### src/rtl/demux_vc_param.sv
// Virtual-channel demux with a one-word hold stage, per-VC backpressure and error pulses.
// Optional per-VC delivery / drop statistics are enabled with DEMUX_VC_STATS_EN.
module demux_vc_param #(
  parameter int BW      = 6,
  parameter int NUM_VC  = 2,
  parameter int SEL_LSB = 5,
  parameter int CNT_W   = 8
) (
  input  logic                 clk,
  input  logic                 reset,
  input  logic                 valid_in,
  input  logic [BW-1:0]        data_in,
  input  logic [NUM_VC-1:0]    vc_pause,
  output logic                 in_pause,
  output logic [NUM_VC*BW-1:0] data_out,
  output logic [NUM_VC-1:0]    valid_out,
  output logic                 err_bad_vc,
  output logic                 err_overflow,
  output logic                 dbg_state
`ifdef DEMUX_VC_STATS_EN
  ,
  output logic [NUM_VC*CNT_W-1:0] pkt_count,
  output logic [CNT_W-1:0]        drop_count
`endif
);

  localparam int SEL_W = (NUM_VC > 1) ? $clog2(NUM_VC) : 1;
  localparam int NSEL  = 1 << SEL_W;

  // Handshake: upstream may assert valid_in only while in_pause=0; a word that
  // arrives while in_pause=1 is dropped and flagged. Downstream vc_pause[k]=1
  // means VC k must not receive a push in the next cycle.

  if (NUM_VC < 2) begin : g_bad_num_vc
    $error("demux_vc_param: NUM_VC must be >= 2");
  end
  if (CNT_W < 1) begin : g_bad_cnt_w
    $error("demux_vc_param: CNT_W must be >= 1");
  end

  typedef enum logic {
    IDLE = 1'b0,
    HOLD = 1'b1
  } state_t;

  state_t            r_state;
  state_t            w_next_state;
  logic [BW-1:0]     r_hold_data;
  logic [SEL_W-1:0]  r_hold_sel;

  logic [SEL_W-1:0]  w_sel;
  logic [NSEL-1:0]   w_pause_ext;
  logic              w_sel_bad;
  logic              w_push;
  logic [SEL_W-1:0]  w_push_sel;
  logic [BW-1:0]     w_push_data;
  logic              w_store;
  logic              w_bad;
  logic              w_ovf;

  logic [NUM_VC*BW-1:0] r_data_out;
  logic [NUM_VC-1:0]    r_valid_out;
  logic                 r_err_bad_vc;
  logic                 r_err_overflow;

  assign w_sel     = data_in[SEL_LSB +: SEL_W];
  assign w_sel_bad = ({1'b0, w_sel} >= (SEL_W+1)'(NUM_VC));

  // Pad the pause vector to the full ID range so any field value indexes safely.
  always_comb begin
    w_pause_ext = '0;
    for (int k = 0; k < NUM_VC; k++) begin
      w_pause_ext[k] = vc_pause[k];
    end
  end

  always_ff @(posedge clk or posedge reset) begin
    if (reset) begin
      r_state <= IDLE;
    end else begin
      r_state <= w_next_state;
    end
  end

  always_comb begin
    w_next_state = r_state;
    w_push       = 1'b0;
    w_push_sel   = '0;
    w_push_data  = '0;
    w_store      = 1'b0;
    w_bad        = 1'b0;
    w_ovf        = 1'b0;
    case (r_state)
      IDLE: begin
        if (valid_in) begin
          if (w_sel_bad) begin
            w_bad = 1'b1;
          end else if (!w_pause_ext[w_sel]) begin
            w_push      = 1'b1;
            w_push_sel  = w_sel;
            w_push_data = data_in;
          end else begin
            w_store      = 1'b1;
            w_next_state = HOLD;
          end
        end
      end
      HOLD: begin
        // Release has priority; a word arriving in the same cycle is still dropped.
        if (!w_pause_ext[r_hold_sel]) begin
          w_push       = 1'b1;
          w_push_sel   = r_hold_sel;
          w_push_data  = r_hold_data;
          w_next_state = IDLE;
        end
        if (valid_in) begin
          w_ovf = 1'b1;
        end
      end
      default: w_next_state = IDLE;
    endcase
  end

  always_ff @(posedge clk or posedge reset) begin
    if (reset) begin
      r_hold_data    <= '0;
      r_hold_sel     <= '0;
      r_data_out     <= '0;
      r_valid_out    <= '0;
      r_err_bad_vc   <= 1'b0;
      r_err_overflow <= 1'b0;
    end else begin
      if (w_store) begin
        r_hold_data <= data_in;
        r_hold_sel  <= w_sel;
      end
      for (int k = 0; k < NUM_VC; k++) begin
        r_valid_out[k] <= w_push && (w_push_sel == SEL_W'(k));
        if (w_push && (w_push_sel == SEL_W'(k))) begin
          r_data_out[k*BW +: BW] <= w_push_data;
        end
      end
      r_err_bad_vc   <= w_bad;
      r_err_overflow <= w_ovf;
    end
  end

  assign in_pause     = (r_state == HOLD);
  assign dbg_state    = r_state;
  assign data_out     = r_data_out;
  assign valid_out    = r_valid_out;
  assign err_bad_vc   = r_err_bad_vc;
  assign err_overflow = r_err_overflow;

`ifdef DEMUX_VC_STATS_EN
  logic [NUM_VC*CNT_W-1:0] r_pkt_count;
  logic [CNT_W-1:0]        r_drop_count;

  // Counters saturate at all-ones and advance on the same edge as their pulse.
  always_ff @(posedge clk or posedge reset) begin
    if (reset) begin
      r_pkt_count  <= '0;
      r_drop_count <= '0;
    end else begin
      for (int k = 0; k < NUM_VC; k++) begin
        if (w_push && (w_push_sel == SEL_W'(k)) &&
            (r_pkt_count[k*CNT_W +: CNT_W] != {CNT_W{1'b1}})) begin
          r_pkt_count[k*CNT_W +: CNT_W] <= r_pkt_count[k*CNT_W +: CNT_W] + CNT_W'(1);
        end
      end
      if ((w_bad || w_ovf) && (r_drop_count != {CNT_W{1'b1}})) begin
        r_drop_count <= r_drop_count + CNT_W'(1);
      end
    end
  end

  assign pkt_count  = r_pkt_count;
  assign drop_count = r_drop_count;
`endif

endmodule

### config.mk
export PLATFORM = sky130hd
export DESIGN_NAME = demux_vc_param
export DESIGN_NICKNAME = d
export VERILOG_FILES = /design/src/rtl/demux_vc_param.sv
export SDC_FILE = /design/constraint.sdc
export NUM_CORES = 1
export LEC_CHECK = 0
export ABC_AREA = 1
export ABC_CLOCK_PERIOD_IN_PS = 3270
export CAP_MARGIN = 40
export CELL_PAD_IN_SITES_DETAIL_PLACEMENT = 0
export CELL_PAD_IN_SITES_GLOBAL_PLACEMENT = 2
export CORE_MARGIN = 1.5
export CORE_UTILIZATION = 30
export DETAILED_ROUTE_END_ITERATION = 16
export PLACE_DENSITY = 0.81
export REMOVE_ABC_BUFFERS = 1
export SLEW_MARGIN = 40
export SYNTH_ARGS = -nofsm -noshare
export SYNTH_HDL_FRONTEND = slang
export SYNTH_SLANG_ARGS = --single-unit
### constraint.sdc
create_clock -name clk -period 3.27 [get_ports clk]
set_input_delay 0.654 -clock clk [delete_from_list [all_inputs] [get_ports clk]]
set_output_delay 0.654 -clock clk [all_outputs]
set_load 0.01 [all_outputs]
==> metrics.yaml <==
setup_viol: 0
slew_viol_final: 0
grt_max_degree: 16
layout_commonest_cell: "nand2_1"
fin_util_pct: 40.7
die_x_um: 65.3
critPathMaxStageDelay_ns: 0.65
crit_type: "reg -> out"
grt_pass1_vias: 915
critPathMaxFanout: 11
n_antenna_cell: 0
ys_warn_count: 0
fin_skew_ns: 0.00221
cp.arrival_ns: 1.54
synthesis.instances: 139
vdd_drop_max_mv: 0.247
finalHoldViolations: 0
fmax_mhz: 455
status: "finished clean"
num_vias: 902
crit_family: "flip-flops"
synth_cell_types: 19
path_clk_slew_ns: 0.08
drtIter0Drc: 9
dr.pass1.iters: 5
nNetsFinal: 178
cts.sinks: 22
ctsHoldBuffers: 0
dp_hpwl_um: 1810
min-delay-start: "data_out[11]"
endpoint_kind: "output pin"
layout_common_cells: "nand2_1 (51), clkdlybuf4s50_1 (27), dfrtp_1 (22), inv_1 (15), nand3_1 (11)"
netlist_area_mm2: 0.00117
p_total_mw: 1.12
cts_tree: "done"
reg2reg_depth: 6
fin_crit_ns: 2.20
cts-root-buf: "clkbuf_8"
drv_cap: 0
ys_ff_latch: 22
finalCritPeriodShare_pct: 67.2
r2r_end: "data_out[11]"
clk_path_buf_depth: 2
rr_startpoint: "dbg_state"
rsz0062_at_grt: "false"
slowest_stage: "dfrtp_1"
start_kind: "register"
grtUsageTotal_pct: 11.3
p_leak_nw: 0.779
fp.dieH_um: 65.3
row_count: 22
ctsResizeCount: 0
htreeDepth: 1
holdWs_ns: 0.471
path_cells: "clkdlybuf4s50_1"
ys_seq_area_share_pct: 47.2
synth.avg_cell_area_um2: 8.39
area_delta_synth_final_pct: 28.6
layout-drive-gt1-share_pct: 17.6
fill_cells: 402
power_density_mw_per_mm2: 743
insertion_delay_ns: 0.25
hold_path_depth: 1
antenna_found_initial: 0
die-area_mm2: 0.00427
r2r_setup_slack_ns: 1.78
grt_pass1_wl_um: 3750
stdcell_area_mm2: 0.00150
placed_cell_area_mm2: 0.00146
via_per_inst: 4.23
path_buf_inv: 1
portBuffers: 27
drtAntennaViolNets: 0
coreArea_mm2: 0.00369
drc_errors: 0
fin_tns_setup_ns: 0
worstHoldEndpoint: "data_out[11]"
hp-class: "reg -> reg"
required_ns: 2.62
wl_um: 2170
gp_congestion: 0.710
wire_per_inst_um: 10.2
critPathLaunch: "dbg_state"
pin_count: 29
grt_overflow_total: 0
cts_setup_buffers: 0
numCtsBuffers: 3
start_util_pct: 31.6
crit_cells: 1
## cells in the mapped netlist
master   count  area, µm²
buf_4        2       15.0
dfrtp_1     22        551
nand3_2      2       20.0
o21ai_0      2       10.0
nand2_8      1       20.0
inv_6        1       8.76
or2_1        1       6.26
nand2_4      2       22.5
nand2_1     51        191
nor2_1       6       22.5
nand3_1     11       55.1
o21ai_2      6       52.6
nand2_2      4       25.0
inv_2        5       18.8
buf_6        3       33.8
conb_1       1       3.75
nor2_8       1       20.0
nor2_4       3       33.8
inv_1       15       56.3
## per-stage QoR
step,setup WS [ns],cells
after floorplan,1.85,134
after global routing,1.01,213
final,1.07,213
after CTS,1.06,213
after detailed placement,1.17,210
after global placement,1.20,209
## state kept, by name, indices dropped and copies added (netlist names)
register / cells
dbg_state: 1
data_out: 12
err_overflow: 1
valid_out: 2
r_hold_data: 6
## layout make-up
cell class                 instances  area [µm²]  area share [%]
multi-input combinational         91         483            32.2
inverter                          21        83.8            5.59
clock buffer                       3        41.3            2.75
sequential                        22         551            36.7
tap                               48        60.1            4.00
timing repair buffer              28         282            18.8
## logic make-up (layout without fill, tap and decap cells)
kind of cell | Yosys count | count (layout) | share of synthesized area [%]
AOI/OAI and AO/OA | 8 | 8 | 5.36
buffers and inverters | 26 | 52 | 11.4
DFF | 22 | 22 | 47.2
other | 1 | 1 | 0.322
and+or+nand+nor | 82 | 82 | 35.7
## where the power goes
part	switching [mW]	internal (mW)	total, mW
Sequential	0.0809	0.379	0.460
Combinational	0.247	0.245	0.493
Clock	0.0809	0.0820	0.163
## layer usage
metal | track usage [%] | wire (µm) | share of wire (%)
met5 | 0 | 0 | 0
met4 | 2.34 | 7 | 0.32
met1 | 13.4 | 981 | 45
met2 | 20.8 | 1110 | 51
met3 | 2.23 | 74 | 3.4
## worst max-delay path by stage
stage	to	slack [ns]
CTS	dbg_state	1.06
finish	dbg_state	1.07
global placement	r_hold_data[3]	1.20
global route	dbg_state	1.01
floorplan	data_out[11]	1.85
detailed placement	r_hold_data[4]	1.17
Note: power is estimated with default switching activity, not from simulation.
==> patch 1: new RTL, config.mk and constraints unchanged <==
Add an input register stage for `valid_in`, `data_in` and `vc_pause`, without a reset; this delays them by one clock.
--- a/src/rtl/demux_vc_param.sv
+++ b/src/rtl/demux_vc_param.sv
@@ -27,4 +27,14 @@
   localparam int SEL_W = (NUM_VC > 1) ? $clog2(NUM_VC) : 1;
   localparam int NSEL  = 1 << SEL_W;
+
+  logic valid_q;
+  logic [BW-1:0] data_q;
+  logic [NUM_VC-1:0] vc_pause_q;
+
+  always_ff @(posedge clk) begin
+    valid_q    <= valid_in;
+    data_q     <= data_in;
+    vc_pause_q <= vc_pause;
+  end
 
   // Handshake: upstream may assert valid_in only while in_pause=0; a word that
@@ -64,5 +74,5 @@
   logic                 r_err_overflow;
 
-  assign w_sel     = data_in[SEL_LSB +: SEL_W];
+  assign w_sel     = data_q[SEL_LSB +: SEL_W];
   assign w_sel_bad = ({1'b0, w_sel} >= (SEL_W+1)'(NUM_VC));
 
@@ -71,5 +81,5 @@
     w_pause_ext = '0;
     for (int k = 0; k < NUM_VC; k++) begin
-      w_pause_ext[k] = vc_pause[k];
+      w_pause_ext[k] = vc_pause_q[k];
     end
   end
@@ -93,5 +103,5 @@
     case (r_state)
       IDLE: begin
-        if (valid_in) begin
+        if (valid_q) begin
           if (w_sel_bad) begin
             w_bad = 1'b1;
@@ -99,5 +109,5 @@
             w_push      = 1'b1;
             w_push_sel  = w_sel;
-            w_push_data = data_in;
+            w_push_data = data_q;
           end else begin
             w_store      = 1'b1;
@@ -114,5 +124,5 @@
           w_next_state = IDLE;
         end
-        if (valid_in) begin
+        if (valid_q) begin
           w_ovf = 1'b1;
         end
@@ -132,5 +142,5 @@
     end else begin
       if (w_store) begin
-        r_hold_data <= data_in;
+        r_hold_data <= data_q;
         r_hold_sel  <= w_sel;
       end
Formal check against the unedited RTL: not equivalent (Yosys sat finds a counterexample within 4 cycles, from zero or initial values and one cycle with reset high).
==> patch 1 against the unedited design <==
Combinational power fell by 35%. Worst hold slack got worse by 0.013 ns. Worst setup slack improved by 0.11 ns. Register-to-register slack improved by 0.03 ns. Design area rose by 7.8%. Synthesized cell count shrank 6.5%. Wire length fell by 1.4%. Sequential cell count increased by 9. Clock skew decreased by 0.00082 ns. Count of clock-buffer cells in the layout is 5 higher. Fmax grew 5.4%. Sequential share of layout area increased by 8.5 points. Total power increased by 3.4%. Synthesized area rose by 5.8%.
==> patch 1: results (changes against the unedited design) <==
.. list-table::
   :header-rows: 1

   * - Metric
     - Value
   * - Worst Hold Path EP
     - err_overflow
   * - Post-Place Worst Slack
     - 1.471 ns (+0.3058 ns)
   * - Hold Path Cell Cnt
     - 2 (+1)
   * - Crit path DAT
     - 1.43 ns (-0.11 ns)
   * - Detailed route wirelength on metal2
     - 1.034 mm (-6.8%)
   * - Routing usage on met2
     - 19.18% (-1.6 points)
   * - Via density per instance
     - 4.200 (-0.82%)
   * - Final cell count without fillers
     - 210 (-1.4%)
   * - Maximum single-stage delay on the critical path
     - 0.61 ns (-0.04 ns)
   * - Largest net degree at the start of global routing
     - 23 (+7)
   * - Met3 routed wirelength
     - 115 µm (+55%)
   * - Leakage component of the power
     - 0.8030 nW (+3.1%)
   * - Clock transition at the register clock pins on the worst setup and hold paths after CTS
     - 0.06 ns (-0.02 ns)
   * - Number of placed instances, taps included
     - 202 (-3.8%)
   * - Total Routing Usage GR
     - 11.60% (+0.35 points)
   * - First drt pass iteration count
     - 4 (-1)
   * - Net switching power figure
     - 0.0003367 W (-18%)
   * - Fraction of met1 tracks used by global routing
     - 12.79% (-0.66 points)
   * - Routability congestion estimate
     - 0.8011 (+13%)
   * - Global routing met3 resource utilization
     - 5.068% (+2.8 points)
   * - Cell variety after synth
     - 21 (+2)
   * - R2R Setup Slk
     - 1.81 ns (+0.03 ns)
   * - Source of the worst hold timing path
     - valid_q
   * - Cell with the largest stage delay on the worst path
     - sky130_fd_sc_hd__clkdlybuf4s50_1
   * - M1 wire length
     - 951 µm (-3.1%)
   * - Cell area after placement
     - 0.001518 mm² (+4.0%)
   * - Max Clock Skew
     - 0.001384 ns (-0.0008249 ns)
   * - Final net count
     - 170 (-4.5%)
   * - Clock latency on the worst-skew pair
     - 0.28 ns (+0.03 ns)
   * - Async set-or-reset flop fraction in the synthesized netlist
     - 70.97% (-29 points)
   * - Critical path peak fanout
     - 10 (-1)
   * - Vias in the first global route
     - 908 (-0.77%)
   * - Critical path's top delay family
     - buffers and inverters
   * - Share of post-route cells with drive strength above 1
     - 15.63% (-2.0 points)
   * - Number of violations reported at the end of detailed-routing iteration 0
     - 33 (+24)
   * - Half-perimeter wire length of the detailed placement result
     - 1.655 mm (-8.3%)
   * - Result of the run
     - completed
   * - Worst hold slack after final layout
     - 0.4581 ns (-0.01289 ns)
   * - Share of the synthesized area in compound gates (AO/OA/AOI/OAI)
     - 4.665% (-0.70 points)
   * - CTS H-tree depth
     - 2 (+1)
   * - Synthesized area per cell
     - 9.490 µm² (+13%)
   * - Top cell types by occurrence after synthesis
     - sky130_fd_sc_hd__nand2_1 (43), sky130_fd_sc_hd__dfrtp_1 (22), sky130_fd_sc_hd__inv_1 (12)
   * - Hold WC Path Type
     - reg -> reg
   * - Detailed-route wire length per cell
     - 10.20 µm (about the same)
patch 1: worst max path at each step:
stage	start	end	slack [ns]
after global placement	dbg_state	dbg_state	1.49
after floorplan	dbg_state	data_out[11]	1.88
final	dbg_state	in_pause	1.18
after global routing	dbg_state	in_pause	1.13
after detailed placement	dbg_state	in_pause	1.47
after CTS	dbg_state	in_pause	1.16
patch 1: layout make-up:
cell class | instances | area, µm²
fill | 410 | 2354
sequential | 31 | 730.7
multi-input combinational | 78 | 391.6
timing repair buffer | 27 | 270.3
clock buffer | 8 | 100.1
inverter | 16 | 62.56
tap | 50 | 62.56
patch 1: power groups by stage:
stage / registers [W] / clock network (W) / logic, W
global placement: 0.000521 / 0 / 0.000320
detailed placement: 0.000525 / 0 / 0.000323
finish: 0.000517 / 0.000318 / 0.000318
global route: 0.000526 / 0.000352 / 0.000357
floorplan: 0.000543 / 0 / 0.000142
CTS: 0.000518 / 0.000331 / 0.000324
==> patch 2: new RTL, same settings <==
Without the edit above. The option `DEMUX_VC_STATS_EN` is turned on by a define.
--- a/src/rtl/demux_vc_param.sv
+++ b/src/rtl/demux_vc_param.sv
@@ -1,4 +1,6 @@
 // Virtual-channel demux with a one-word hold stage, per-VC backpressure and error pulses.
 // Optional per-VC delivery / drop statistics are enabled with DEMUX_VC_STATS_EN.
+`define DEMUX_VC_STATS_EN
+
 module demux_vc_param #(
   parameter int BW      = 6,
Function (old outputs only; new: drop_count and pkt_count): kept (Yosys induction, for registers that start in step).
==> patch 2 against the unedited design <==
Sequential power is 97% higher. Total power is 82% higher. Synthesized area up 100%. Worst hold slack improved by 0.0072 ns. Sequential cell count rose by 24. Clock power up 100%. Design area rose by 100%. Largest power group is now sequential cells. Worst setup slack worse by 0.062 ns. Critical path type unchanged. Register-to-register slack got worse by 0.28 ns. Wire length is 150% higher.
==> patch 2: results (changes against the unedited design) <==
.. list-table::
   :header-rows: 1

   * - Metric
     - Value
   * - CTS H-tree depth
     - 2 (+1)
   * - Clock latency on the worst-skew pair
     - 0.29 ns (+0.04 ns)
   * - Total Routing Usage GR
     - 13.71% (+2.5 points)
   * - Cell area after placement
     - 0.002985 mm² (+100%)
   * - Via count
     - 2028 (+120%)
   * - Hold Path Cell Cnt
     - 2 (+1)
   * - Routing usage on met2
     - 20.93% (+0.14 points)
   * - Crit path DAT
     - 1.60 ns (+0.06 ns)
   * - Fraction of met1 tracks used by global routing
     - 19.40% (+5.9 points)
   * - Number of violations reported at the end of detailed-routing iteration 0
     - 60 (+51)
   * - Largest net degree at the start of global routing
     - 32 (+16)
   * - Critical path peak fanout
     - 12 (+1)
   * - R2R Setup Slk
     - 1.50 ns (-0.28 ns)
   * - First drt pass iteration count
     - 4 (-1)
   * - Cell types occupying the most area after synthesis
     - sky130_fd_sc_hd__dfrtp_1 (48%), sky130_fd_sc_hd__nand2_1 (20%), sky130_fd_sc_hd__nand3_1 (6.9%)
   * - Worst Reg-to-Reg Cells
     - 7 (+1)
   * - Max reg flops
     - 16 (+4)
   * - Result of the run
     - completed
   * - Post-Place Worst Slack
     - 0.9117 ns (-0.2535 ns)
   * - # fillers
     - 805 (+100%)
   * - Routability congestion estimate
     - 0.7625 (+7.3%)
   * - Clock buffer count from CTS
     - 5 (+2)
   * - Final net count
     - 376 (+110%)
   * - Maximum single-stage delay on the critical path
     - 0.67 ns (+0.02 ns)
   * - Worst Hold Path EP
     - r_hold_data[2]
==> patch 2: cell count changes after synthesis, sizes merged, moves of 15 or more <==
cell   unedited run  this run
inv              21        36
nand2            58       130
dfrtp            22        46
nand3            13        35
==> patch 2: through the flow <==
| stage | std cells | hold slack, ns |
|---|---|---|
| finish | 464 | 0.4781 |
| global route | 464 | 0.5058 |
| CTS | 464 | 0.4828 |
| detailed placement | 457 | 0.4560 |
| global placement | 457 | 0.4517 |
| floorplan | 302 | 0.4425 |
==> patch 2: worst max path at each step <==
stage          slack (ns)       endpoint  depth (start not counted)
2_1_floorplan        1.53    data_out[0]                          1
3_3_place_gp         0.96  pkt_count[15]                          9
3_5_place_dp         0.91  pkt_count[12]                          9
4_1_cts              1.01      dbg_state                          1
5_1_grt              0.94      dbg_state                          1
6_report             1.01      dbg_state                          1
==> patch 2: power breakdown <==
group / switching (W) / internal (W) / leakage (nW) / total (W)
registers: 0.000177 / 0.000731 / 0.604 / 0.000908
logic: 0.000383 / 0.000405 / 0.870 / 0.000789
clock network: 0.000186 / 0.000144 / 0.0438 / 0.000330
==> patch 2: cell type report <==
class,count,area (µm²),share of cell area [%]
inverters,36,135.1,4.410
clock inverters,2,10.01,0.3267
well taps,102,127.6,4.165
multi-input cells,220,1046,34.14
repair buffers,53,525.5,17.15
clock buffers,5,68.82,2.246
flip-flops and latches,46,1151,37.57
==> patch 2: kinds of logic (layout without fill, tap and decap cells) <==
logic type | count (synthesis) | after routing | share of synthesized area [%]
fa+ha+maj | 3 | 3 | 1.577
buf+inv | 42 | 96 | 7.676
flops | 46 | 46 | 48.37
compound gates | 17 | 17 | 4.048
simple gates | 188 | 188 | 34.12
other cells | 1 | 1 | 0.1576
xor+xnor | 11 | 11 | 4.048
